`src/rtl/msrv32_pkg.sv`:
```
// Shared load/store constants, FSM state encoding and store formatting helpers
// for the msrv32 data-memory bus master.
package msrv32_pkg;

   localparam logic [1:0] LS_BYTE = 2'b00;
   localparam logic [1:0] LS_HALF = 2'b01;
   localparam logic [1:0] LS_WORD = 2'b10;

   typedef enum logic [1:0] {
      ST_IDLE = 2'd0,
      ST_REQ  = 2'd1,
      ST_WAIT = 2'd2
   } state_e;

   // Wide enough to hold the value TIMEOUT_CYCLES itself.
   function automatic int cnt_width(input int unsigned timeout);
      return $clog2(timeout + 1);
   endfunction

   function automatic logic [3:0] st_mask(
      input logic [1:0] size,
      input logic [1:0] lo
   );
      logic [3:0] m;
      m = 4'b1111;
      unique case (1'b1)
         (size == LS_BYTE): m = 4'b0001 << lo;
         (size == LS_HALF): m = 4'b0011 << {lo[1], 1'b0};
         default:           m = 4'b1111;
      endcase
      return m;
   endfunction

   function automatic logic [31:0] st_wdata(
      input logic [1:0]  size,
      input logic [31:0] d
   );
      logic [31:0] w;
      w = d;
      unique case (1'b1)
         (size == LS_BYTE): w = {4{d[7:0]}};
         (size == LS_HALF): w = {2{d[15:0]}};
         default:           w = d;
      endcase
      return w;
   endfunction

endpackage

```
`src/rtl/msrv32_dmem_bus_if_if.sv`:
```
// req/gnt/rvalid data-memory bus bundle.
// master: drives req/we/addr/wmask/wdata; slave: drives gnt/rvalid/rdata/err.
interface msrv32_dmem_bus_if_if;

   logic        dmem_req_out;
   logic        dmem_we_out;
   logic [31:0] dmem_addr_out;
   logic [3:0]  dmem_wmask_out;
   logic [31:0] dmem_wdata_out;
   logic        dmem_gnt_in;
   logic        dmem_rvalid_in;
   logic [31:0] dmem_rdata_in;
   logic        dmem_err_in;

   modport master (
      output dmem_req_out,
      output dmem_we_out,
      output dmem_addr_out,
      output dmem_wmask_out,
      output dmem_wdata_out,
      input  dmem_gnt_in,
      input  dmem_rvalid_in,
      input  dmem_rdata_in,
      input  dmem_err_in
   );

   modport slave (
      input  dmem_req_out,
      input  dmem_we_out,
      input  dmem_addr_out,
      input  dmem_wmask_out,
      input  dmem_wdata_out,
      output dmem_gnt_in,
      output dmem_rvalid_in,
      output dmem_rdata_in,
      output dmem_err_in
   );

endinterface

```
`src/rtl/msrv32_load_align.sv`:
```
// Load data formatter: picks the addressed byte/half from a bus word and
// sign- or zero-extends it. Ports: i_rdata, i_addr_lo, i_size, i_unsigned -> o_data.
module msrv32_load_align
   import msrv32_pkg::*;
(
   input  logic [31:0] i_rdata,
   input  logic [1:0]  i_addr_lo,
   input  logic [1:0]  i_size,
   input  logic        i_unsigned,
   output logic [31:0] o_data
);

   logic [7:0]  w_byte;
   logic [15:0] w_half;

   assign w_byte = i_rdata[{i_addr_lo, 3'b000} +: 8];
   assign w_half = i_rdata[{i_addr_lo[1], 4'b0000} +: 16];

   always_comb begin
      o_data = i_rdata;
      unique case (1'b1)
         (i_size == LS_BYTE):
            o_data = {{24{~i_unsigned & w_byte[7]}}, w_byte};
         (i_size == LS_HALF):
            o_data = {{16{~i_unsigned & w_half[15]}}, w_half};
         default:
            o_data = i_rdata;
      endcase
   end

endmodule

```
`src/rtl/msrv32_dmem_bus_if.sv`:
```
// Data-memory bus master: runs decode-stage loads/stores on the req/gnt/rvalid
// bus, stalls the pipeline meanwhile, reports done / access faults.
// Ports: decode request inputs, stall/done/load_data/fault outputs, bus master modport.
module msrv32_dmem_bus_if
   import msrv32_pkg::*;
#(
   parameter int unsigned TIMEOUT_CYCLES = 255
) (
   input  logic        clk_in,
   input  logic        rst_n_in,
   input  logic        req_valid_in,
   input  logic        is_store_in,
   input  logic [1:0]  size_in,
   input  logic        load_unsigned_in,
   input  logic        misaligned_in,
   input  logic        trap_taken_in,
   input  logic [31:0] addr_in,
   input  logic [31:0] store_data_in,
   output logic        stall_out,
   output logic        done_out,
   output logic [31:0] load_data_out,
   output logic        access_fault_out,
   msrv32_dmem_bus_if_if.master bus
);

   localparam int CW = cnt_width(TIMEOUT_CYCLES);
   localparam logic [CW-1:0] TO_MAX = CW'(TIMEOUT_CYCLES);

   localparam logic [1:0] S_IDLE = ST_IDLE;
   localparam logic [1:0] S_REQ  = ST_REQ;
   localparam logic [1:0] S_WAIT = ST_WAIT;

   logic [1:0]    r_state;
   logic [CW-1:0] r_cnt;
   logic          r_we;
   logic [31:0]   r_addr;
   logic [3:0]    r_wmask;
   logic [31:0]   r_wdata;
   logic [1:0]    r_size;
   logic          r_uns;
   logic          r_done;
   logic          r_fault;
   logic [31:0]   r_load_data;

   logic          w_accept;
   logic [3:0]    w_mask;
   logic [31:0]   w_wdata;
   logic [31:0]   w_load;

   assign w_accept = (r_state == S_IDLE) & req_valid_in & ~misaligned_in
                   & ~trap_taken_in & (size_in != 2'b11);

   assign w_mask  = is_store_in ? st_mask(size_in, addr_in[1:0]) : 4'b0000;
   assign w_wdata = st_wdata(size_in, store_data_in);

   msrv32_load_align u_align (
      .i_rdata    (bus.dmem_rdata_in),
      .i_addr_lo  (r_addr[1:0]),
      .i_size     (r_size),
      .i_unsigned (r_uns),
      .o_data     (w_load)
   );

   always_ff @(posedge clk_in or negedge rst_n_in) begin
      if (!rst_n_in) begin
         r_state     <= S_IDLE;
         r_cnt       <= '0;
         r_we        <= 1'b0;
         r_addr      <= '0;
         r_wmask     <= '0;
         r_wdata     <= '0;
         r_size      <= '0;
         r_uns       <= 1'b0;
         r_done      <= 1'b0;
         r_fault     <= 1'b0;
         r_load_data <= '0;
      end else begin
         r_done  <= 1'b0;
         r_fault <= 1'b0;
         case (r_state)
            S_IDLE: begin
               if (w_accept) begin
                  r_state <= S_REQ;
                  r_we    <= is_store_in;
                  r_addr  <= addr_in;
                  r_wmask <= w_mask;
                  r_wdata <= w_wdata;
                  r_size  <= size_in;
                  r_uns   <= load_unsigned_in;
               end
            end
            S_REQ: begin
               // rvalid in this state cannot belong to us; only gnt matters
               if (bus.dmem_gnt_in) begin
                  r_state <= S_WAIT;
                  r_cnt   <= '0;
               end
            end
            S_WAIT: begin
               if (bus.dmem_rvalid_in) begin
                  r_state <= S_IDLE;
                  if (bus.dmem_err_in) begin
                     r_fault <= 1'b1;
                  end else begin
                     r_done <= 1'b1;
                     if (!r_we) r_load_data <= w_load;
                  end
               end else if (r_cnt == TO_MAX) begin
                  r_state <= S_IDLE;
                  r_fault <= 1'b1;
               end else begin
                  r_cnt <= r_cnt + 1'b1;
               end
            end
            default: r_state <= S_IDLE;
         endcase
      end
   end

   assign stall_out        = (r_state != S_IDLE) | w_accept;
   assign done_out         = r_done;
   assign access_fault_out = r_fault;
   assign load_data_out    = r_load_data;

   assign bus.dmem_req_out   = (r_state == S_REQ);
   assign bus.dmem_we_out    = r_we;
   assign bus.dmem_addr_out  = {r_addr[31:2], 2'b00};
   assign bus.dmem_wmask_out = r_wmask;
   assign bus.dmem_wdata_out = r_wdata;

endmodule
```
`src/flat_wrapper.sv`:
```
// flat-port wrapper written by rule: the top's interface ports become plain ports
module msrv32_dmem_bus_if_flat import msrv32_pkg::*;
#(
   parameter int unsigned TIMEOUT_CYCLES = 255
)
  (clk_in, rst_n_in, req_valid_in, is_store_in, size_in, load_unsigned_in, misaligned_in, trap_taken_in, addr_in, store_data_in, stall_out, done_out, load_data_out, access_fault_out, bus_dmem_req_out, bus_dmem_we_out, bus_dmem_addr_out, bus_dmem_wmask_out, bus_dmem_wdata_out, bus_dmem_gnt_in, bus_dmem_rvalid_in, bus_dmem_rdata_in, bus_dmem_err_in);
  msrv32_dmem_bus_if_if bus_i ();
  input  logic clk_in;
  input  logic rst_n_in;
  input  logic req_valid_in;
  input  logic is_store_in;
  input  logic [1:0] size_in;
  input  logic load_unsigned_in;
  input  logic misaligned_in;
  input  logic trap_taken_in;
  input  logic [31:0] addr_in;
  input  logic [31:0] store_data_in;
  output logic stall_out;
  output logic done_out;
  output logic [31:0] load_data_out;
  output logic access_fault_out;
  output wire logic [$bits(bus_i.dmem_req_out)-1:0] bus_dmem_req_out;
  output wire logic [$bits(bus_i.dmem_we_out)-1:0] bus_dmem_we_out;
  output wire logic [$bits(bus_i.dmem_addr_out)-1:0] bus_dmem_addr_out;
  output wire logic [$bits(bus_i.dmem_wmask_out)-1:0] bus_dmem_wmask_out;
  output wire logic [$bits(bus_i.dmem_wdata_out)-1:0] bus_dmem_wdata_out;
  input wire logic [$bits(bus_i.dmem_gnt_in)-1:0] bus_dmem_gnt_in;
  input wire logic [$bits(bus_i.dmem_rvalid_in)-1:0] bus_dmem_rvalid_in;
  input wire logic [$bits(bus_i.dmem_rdata_in)-1:0] bus_dmem_rdata_in;
  input wire logic [$bits(bus_i.dmem_err_in)-1:0] bus_dmem_err_in;
  assign bus_dmem_req_out = bus_i.dmem_req_out;
  assign bus_dmem_we_out = bus_i.dmem_we_out;
  assign bus_dmem_addr_out = bus_i.dmem_addr_out;
  assign bus_dmem_wmask_out = bus_i.dmem_wmask_out;
  assign bus_dmem_wdata_out = bus_i.dmem_wdata_out;
  assign bus_i.dmem_gnt_in = bus_dmem_gnt_in;
  assign bus_i.dmem_rvalid_in = bus_dmem_rvalid_in;
  assign bus_i.dmem_rdata_in = bus_dmem_rdata_in;
  assign bus_i.dmem_err_in = bus_dmem_err_in;
  msrv32_dmem_bus_if #(.TIMEOUT_CYCLES(TIMEOUT_CYCLES)) u_core (.clk_in(clk_in), .rst_n_in(rst_n_in), .req_valid_in(req_valid_in), .is_store_in(is_store_in), .size_in(size_in), .load_unsigned_in(load_unsigned_in), .misaligned_in(misaligned_in), .trap_taken_in(trap_taken_in), .addr_in(addr_in), .store_data_in(store_data_in), .stall_out(stall_out), .done_out(done_out), .load_data_out(load_data_out), .access_fault_out(access_fault_out), .bus(bus_i));
endmodule
```
`config.mk`:
```
export PLATFORM = sky130hd
export DESIGN_NAME = msrv32_dmem_bus_if_flat
export DESIGN_NICKNAME = d
export VERILOG_FILES = /design/src/rtl/msrv32_pkg.sv /design/src/rtl/msrv32_dmem_bus_if_if.sv /design/src/rtl/msrv32_load_align.sv /design/src/rtl/msrv32_dmem_bus_if.sv /design/src/flat_wrapper.sv
export SDC_FILE = /design/constraint.sdc
export NUM_CORES = 1
export LEC_CHECK = 0
export BUFFER_PORTS_ARGS = -buffer_cell sky130_fd_sc_hd__buf_2
export CAP_MARGIN = 20
export CORE_MARGIN = 5
export CORE_UTILIZATION = 40
export DETAILED_ROUTE_END_ITERATION = 8
export PLACE_DENSITY_LB_ADDON = 0.2
export SKIP_CTS_REPAIR_TIMING = 1
export SLEW_MARGIN = 40
export SYNTH_ARGS = -nofsm -noshare
export SYNTH_HDL_FRONTEND = slang
export SYNTH_SLANG_ARGS = --single-unit
```
`constraint.sdc`:
```
create_clock -name clk_in -period 5.5 [get_ports clk_in]
set_clock_uncertainty 0.2 [all_clocks]
set_input_delay 1.65 -clock clk_in [delete_from_list [all_inputs] [get_ports clk_in]]
set_output_delay 1.65 -clock clk_in [all_outputs]
set_load 0.05 [all_outputs]
```
# Word-level counts from Yosys, hierarchy flattened

Cells that the tools add are included.

Bits in registers: 116
Bits in latches: 0
Bits in writable memories: 0
Bits in read-only memories: 0
Input bits: 108
Memories: 0

Add/subtract/negate cells: 1
Multipliers: 0
Div/mod/pow operators: 0
$lt $le $gt $ge: 0
Eq/ne operators: 11
Shift-type cells: 4
Muxes and demuxes: 20
Bitwise logic cells: 12
Reductions and logical operators: 9

Operators by type and width:

| cell                                                   | number |
|---|---|
| one-hot mux 32 bit (2 select lines)                    | 2 |
| variable part select 32 x 6 -> 16 bit                  | 1 |
| variable part select 32 x 6 -> 8 bit                   | 1 |
| two-way mux 8 bit                                      | 3 |
| one-hot mux 8 bit (2 select lines)                     | 1 |
| adder 8 x 1 -> 8 bit (second input constant)           | 1 |
| == test 8 bit (second input constant)                  | 1 |
| two-way mux 2 bit                                      | 4 |
| one-hot mux 4 bit (2 select lines)                     | 1 |
| AND reduction 4 bit                                    | 2 |
| two-way mux 1 bit                                      | 7 |
| bitwise AND 1 bit                                      | 6 |
| == test 2 x 1 -> 1 bit (second input constant)         | 3 |
| logical NOT 2 bit                                      | 3 |
| inequality test 2 bit (second input constant)          | 3 |
| one-hot mux 2 bit (3 select lines)                     | 1 |
| NOT 1 bit                                              | 5 |
| two-way mux 4 bit                                      | 1 |
| inequality test 2 x 1 -> 1 bit (second input constant) | 2 |
| nonzero test 2 bit                                     | 2 |
| << shifter 1 x 2 -> 4 bit (first input constant)       | 1 |
| << shifter 2 x 2 -> 4 bit (first input constant)       | 1 |
| inequality test 3 x 2 -> 1 bit (second input constant) | 1 |
| AND reduction 3 bit                                    | 1 |
| other kinds (3)                                        | 3 |

# Logic depth before layout (Yosys ltp)

Depth after elaboration: 7
Gate-level depth with buffers: 7
Gate-level depth less buffers: 5

# By module

Synthesis repeated with hierarchy kept, for this count alone.

Cells, all modules: 529
Area total of the unflattened synthesis: 6,105.9 um2

By module, submodules not included:

| module             | instances | cells each | area an instance (um2) | sequential area each (um2) |
|---|---|---|---|---|
| msrv32_dmem_bus_if | 1         | 412        | 5,391.4                | 2,902.8 |
| msrv32_load_align  | 1         | 117        | 714.4                  | 0.0 |

# Worst setup path after synthesis

Ideal clock, no wire load.

Path type: input-to-output
From: input port size_in[0]
To: output port stall_out
Arrival time: 2.616 ns
Data required time: 3.650 ns
Setup slack: 1.034 ns
Stages on the path: 5
Path buffers: 2
Path through: nand2_1 nand4_1 buf_2 buf_1 nand2_1

Cells in the longest elaborated chain, start to end: 3

RTL lines:

| what                  | line                      | text |
|---|---|---|
| start, declared       | flat_wrapper.sv:12        | `input logic [1:0] size_in;` |
| inequality test 2 bit | msrv32_dmem_bus_if.sv:51  | `& ~trap_taken_in & (size_in != 2'b11);` |
| bitwise AND 1 bit     | msrv32_dmem_bus_if.sv:51  |  |
| bitwise OR 1 bit      | msrv32_dmem_bus_if.sv:120 | `assign stall_out = (r_state != S_IDLE) \| w_accept;` |
| end, declared         | flat_wrapper.sv:18        | `output logic stall_out;` |

No other way between the ends.

# Worst setup path in the final report

From: input port size_in[1]
To: output port stall_out

Same word-level chain as after synthesis.

==> results.json <==
{
  "routed-wl-met3_um": 1400,
  "setup_ws_ns": 0.897,
  "met2_wirelength_um": 6780,
  "path_class": "in2out",
  "design_area_um2": 7230,
  "synthCells": 551,
  "dieArea_um2": 16700,
  "tightest_slew_ns": 0.734,
  "gr-total-overflow": 0,
  "drtIter0Drc": 273,
  "tns_ns": 0,
  "min_path_cells": 2,
  "cts_buffer_depth": 2,
  "nFillCells": 1331,
  "drv_cap": 0,
  "rr_endpoint": "u_core.load_data_out[15]",
  "synth_seq_area_share_pct": 51.0,
  "reg2reg_depth": 4,
  "port-buffer-count": 210,
  "power_density_nw_per_um2": 566,
  "slew_headroom_pct": 51.0,
  "antenna_found_initial": 1,
  "clock_latency_ns": 0.41,
  "setup_viol": 0,
  "status": "finished clean",
  "grt_use_total_pct": 18.3,
  "route.detailed.drc": 0,
  "dieHeight_um": 129,
  "dpl_worst_slack_ns": 0.916,
  "finalHoldViolCount": 0,
  "synth_top_area_share_pct": 51.0,
  "synth_top_cell_by_area": "dfrtp_1",
  "vias": 4651,
  "cp_slowest_cell": "buf_2",
  "die_x_um": 129,
  "drt_first_pass_iters": 5,
  "hold_path_class": "reg2reg",
  "fin_cells": 913,
  "period_needed_ns": 4.60,
  "rsz0062_at_grt": "false",
  "fmax_mhz": 217,
  "grt_pass1_vias": 4778,
  "crit_path_cell_trace": "buf_2 -> nand2_1 -> nand4_1 -> nand2_1 -> buf_2",
  "utilization_pct": 51.9,
  "worst_setup_path_start_kind": "input pin",
  "dpl_cell_area_um2": 6630,
  "cts_made_buffers": 17,
  "ys_ff_latch": 116,
  "cts-htree-levels": 4,
  "vias_per_cell": 5.09,
  "min_to": "u_core.bus.dmem_wdata_out[28]",
  "reg2reg_from": "u_core.r_state[0]",
  "finalWirelength_um": 14700,
  "dpl.hpwl_um": 11000,
  "clkTransAtPathRegs_ns": 0.05,
  "grt_max_degree": 103,
  "cp.required_ns": 3.65,
  "m1WireLength_um": 6090,
  "syn_area_per_cell_um2": 10.3,
  "synth_cell_types": 44,
  "final_nets": 828,
  "finalPower_mw": 4.10,
  "synthMuxAreaShare_pct": 15.2,
  "syn_area_um2": 5700,
  "grt_pass1_wl_um": 24200,
  "synthAdderAreaFrac_pct": 0.220,
  "period_share_pct": 83.7,
  "holdWs_ns": 0.271,
  "rrSetupSlack_ns": 3.16,
  "wire_per_inst_um": 16.0,
  "crit_arrival_ns": 2.75,
  "synth_top_family_by_area": "multiplexers",
  "synth_xor_area_share_pct": 0.307,
  "yosysWarnings": 0,
  "synth_ff_type": "dfrtp_1",
  "rows": 43,
  "async_reset_ff_share_pct": 100,
  "cts_tree": "done",
  "cpPeakStageDelay_ns": 0.50,
  "root_buffer": "clkbuf_16",
  "ant_nets": 0,
  "routed.top_layer": "met4",
  "finalMaxSlewViolations": 0,
  "coreArea_um2": 13900,
  "min-delay-start": "u_core.bus.dmem_wdata_out[28]",
  "yosys.area_share.simple_pct": 14.6,
  "start_util_pct": 40.9,
  "syn_to_final_growth_pct": 26.9,
  "drive_gt1_share_pct": 41.1,
  "placedCellCount": 880,
  "leakagePower_nw": 3.70,
  "synth_compound_area_share_pct": 10.9,
  "path_max_fanout": 31,
  "end_kind": "output port",
  "multiInputGateArea_um2": 2360,
  "regArea_um2": 2900,
  "synth_edf_count": 0,
  "cts_sinks": 116,
  "synthTopCellsByArea": "dfrtp_1, mux2_2, mux2i_1",
  "pin_count": 213,
  "place_congestion": 0.816,
  "worst_ir_drop_vdd_uv": 272
}
## where the power goes
group | switching (mW) | internal, mW | total, mW
Combinational | 1.26 | 0.420 | 1.68
Clock | 0.372 | 0.712 | 1.08
Sequential | 0.206 | 1.13 | 1.34
Total | 1.83 | 2.26 | 4.10
## Yosys cell counts, types with 2 or more instances
cell type    n
nor2b_1      3
buf_4       32
dfrtp_1    116
buf_1        6
a22o_1       2
xor2_1       2
o211ai_1     2
buf_2        9
mux2i_1     28
a311oi_1     2
o21ai_0     47
nor2_1      26
nor3_1       3
nand4_1      3
inv_1       13
a21oi_1     22
a31oi_1      7
or3_1       14
a21o_1       8
and3_1       2
nor3b_1      3
nand3_1     44
clkbuf_1    19
mux2_2      50
nand2_1     60
nand2b_1     4
a221oi_1     7
## cell usage in the layout, fill, tap and decap left out, drive strengths merged, types with 3 or more instances in the layout
cell type,instances
dfrtp,116
a21oi,22
nor3,3
nand2,60
nor2b,3
clkbuf,24
inv,13
nand3,44
a221oi,7
a31oi,7
o21ai,47
nand2b,5
clkinv,4
or3,14
mux2,50
mux2i,28
buf,215
nor3b,3
nor2,26
a21o,8
nand4,3
## layout make-up
class	count	share of cell area (%)
timing repair buffer	215	15.2
antenna	1	0.0346
clock inverter	8	1.37
multi-input combinational	356	32.7
sequential	116	40.2
tap	180	3.11
inverter	13	0.675
clock buffer	24	6.80
## state kept, by name (all words and copies together) (netlist names)
name and count:
u_core.done_out 1, u_core.r_addr 32, u_core.bus.dmem_wdata_out 32, u_core.access_fault_out 1, u_core.r_size 2, u_core.bus.dmem_we_out 1
u_core.r_uns 1, u_core.bus.dmem_wmask_out 4, u_core.r_cnt 8, u_core.load_data_out 32, u_core.r_state 2
## worst max-delay path: cells and delay by family
family	cells	cell delay [ns]
buffers and inverters	2	0.73
AND/OR/NAND/NOR	3	0.37
## layer usage
layer  vias up  track usage (%)
met5         -                0
met4         0             8.15
met3        29             6.10
met2       186             27.4
met1      2197             24.2
li1       2239                -
## worst max-delay path by stage
stage	startpoint	endpoint	slack, ns	cells after the start
global route	size_in[1]	stall_out	0.80	5
finish	size_in[1]	stall_out	0.90	5
CTS	size_in[1]	stall_out	0.92	5
floorplan	size_in[0]	stall_out	1.03	5
detailed placement	size_in[1]	stall_out	0.92	5
global placement	size_in[1]	stall_out	0.95	5
## kinds of logic (layout without fill, tap and decap cells)
kind of cell / Yosys count / after routing
AND/OR/NAND/NOR: 170 / 170
flip-flops: 116 / 116
AO/OA/AOI/OAI: 102 / 102
buffers and inverters: 80 / 260
multiplexers: 79 / 79
XOR/XNOR: 2 / 2
adder cells (fa/ha/maj): 1 / 1
other: 1 / 3
Note: power is estimated with default switching activity, not from simulation.
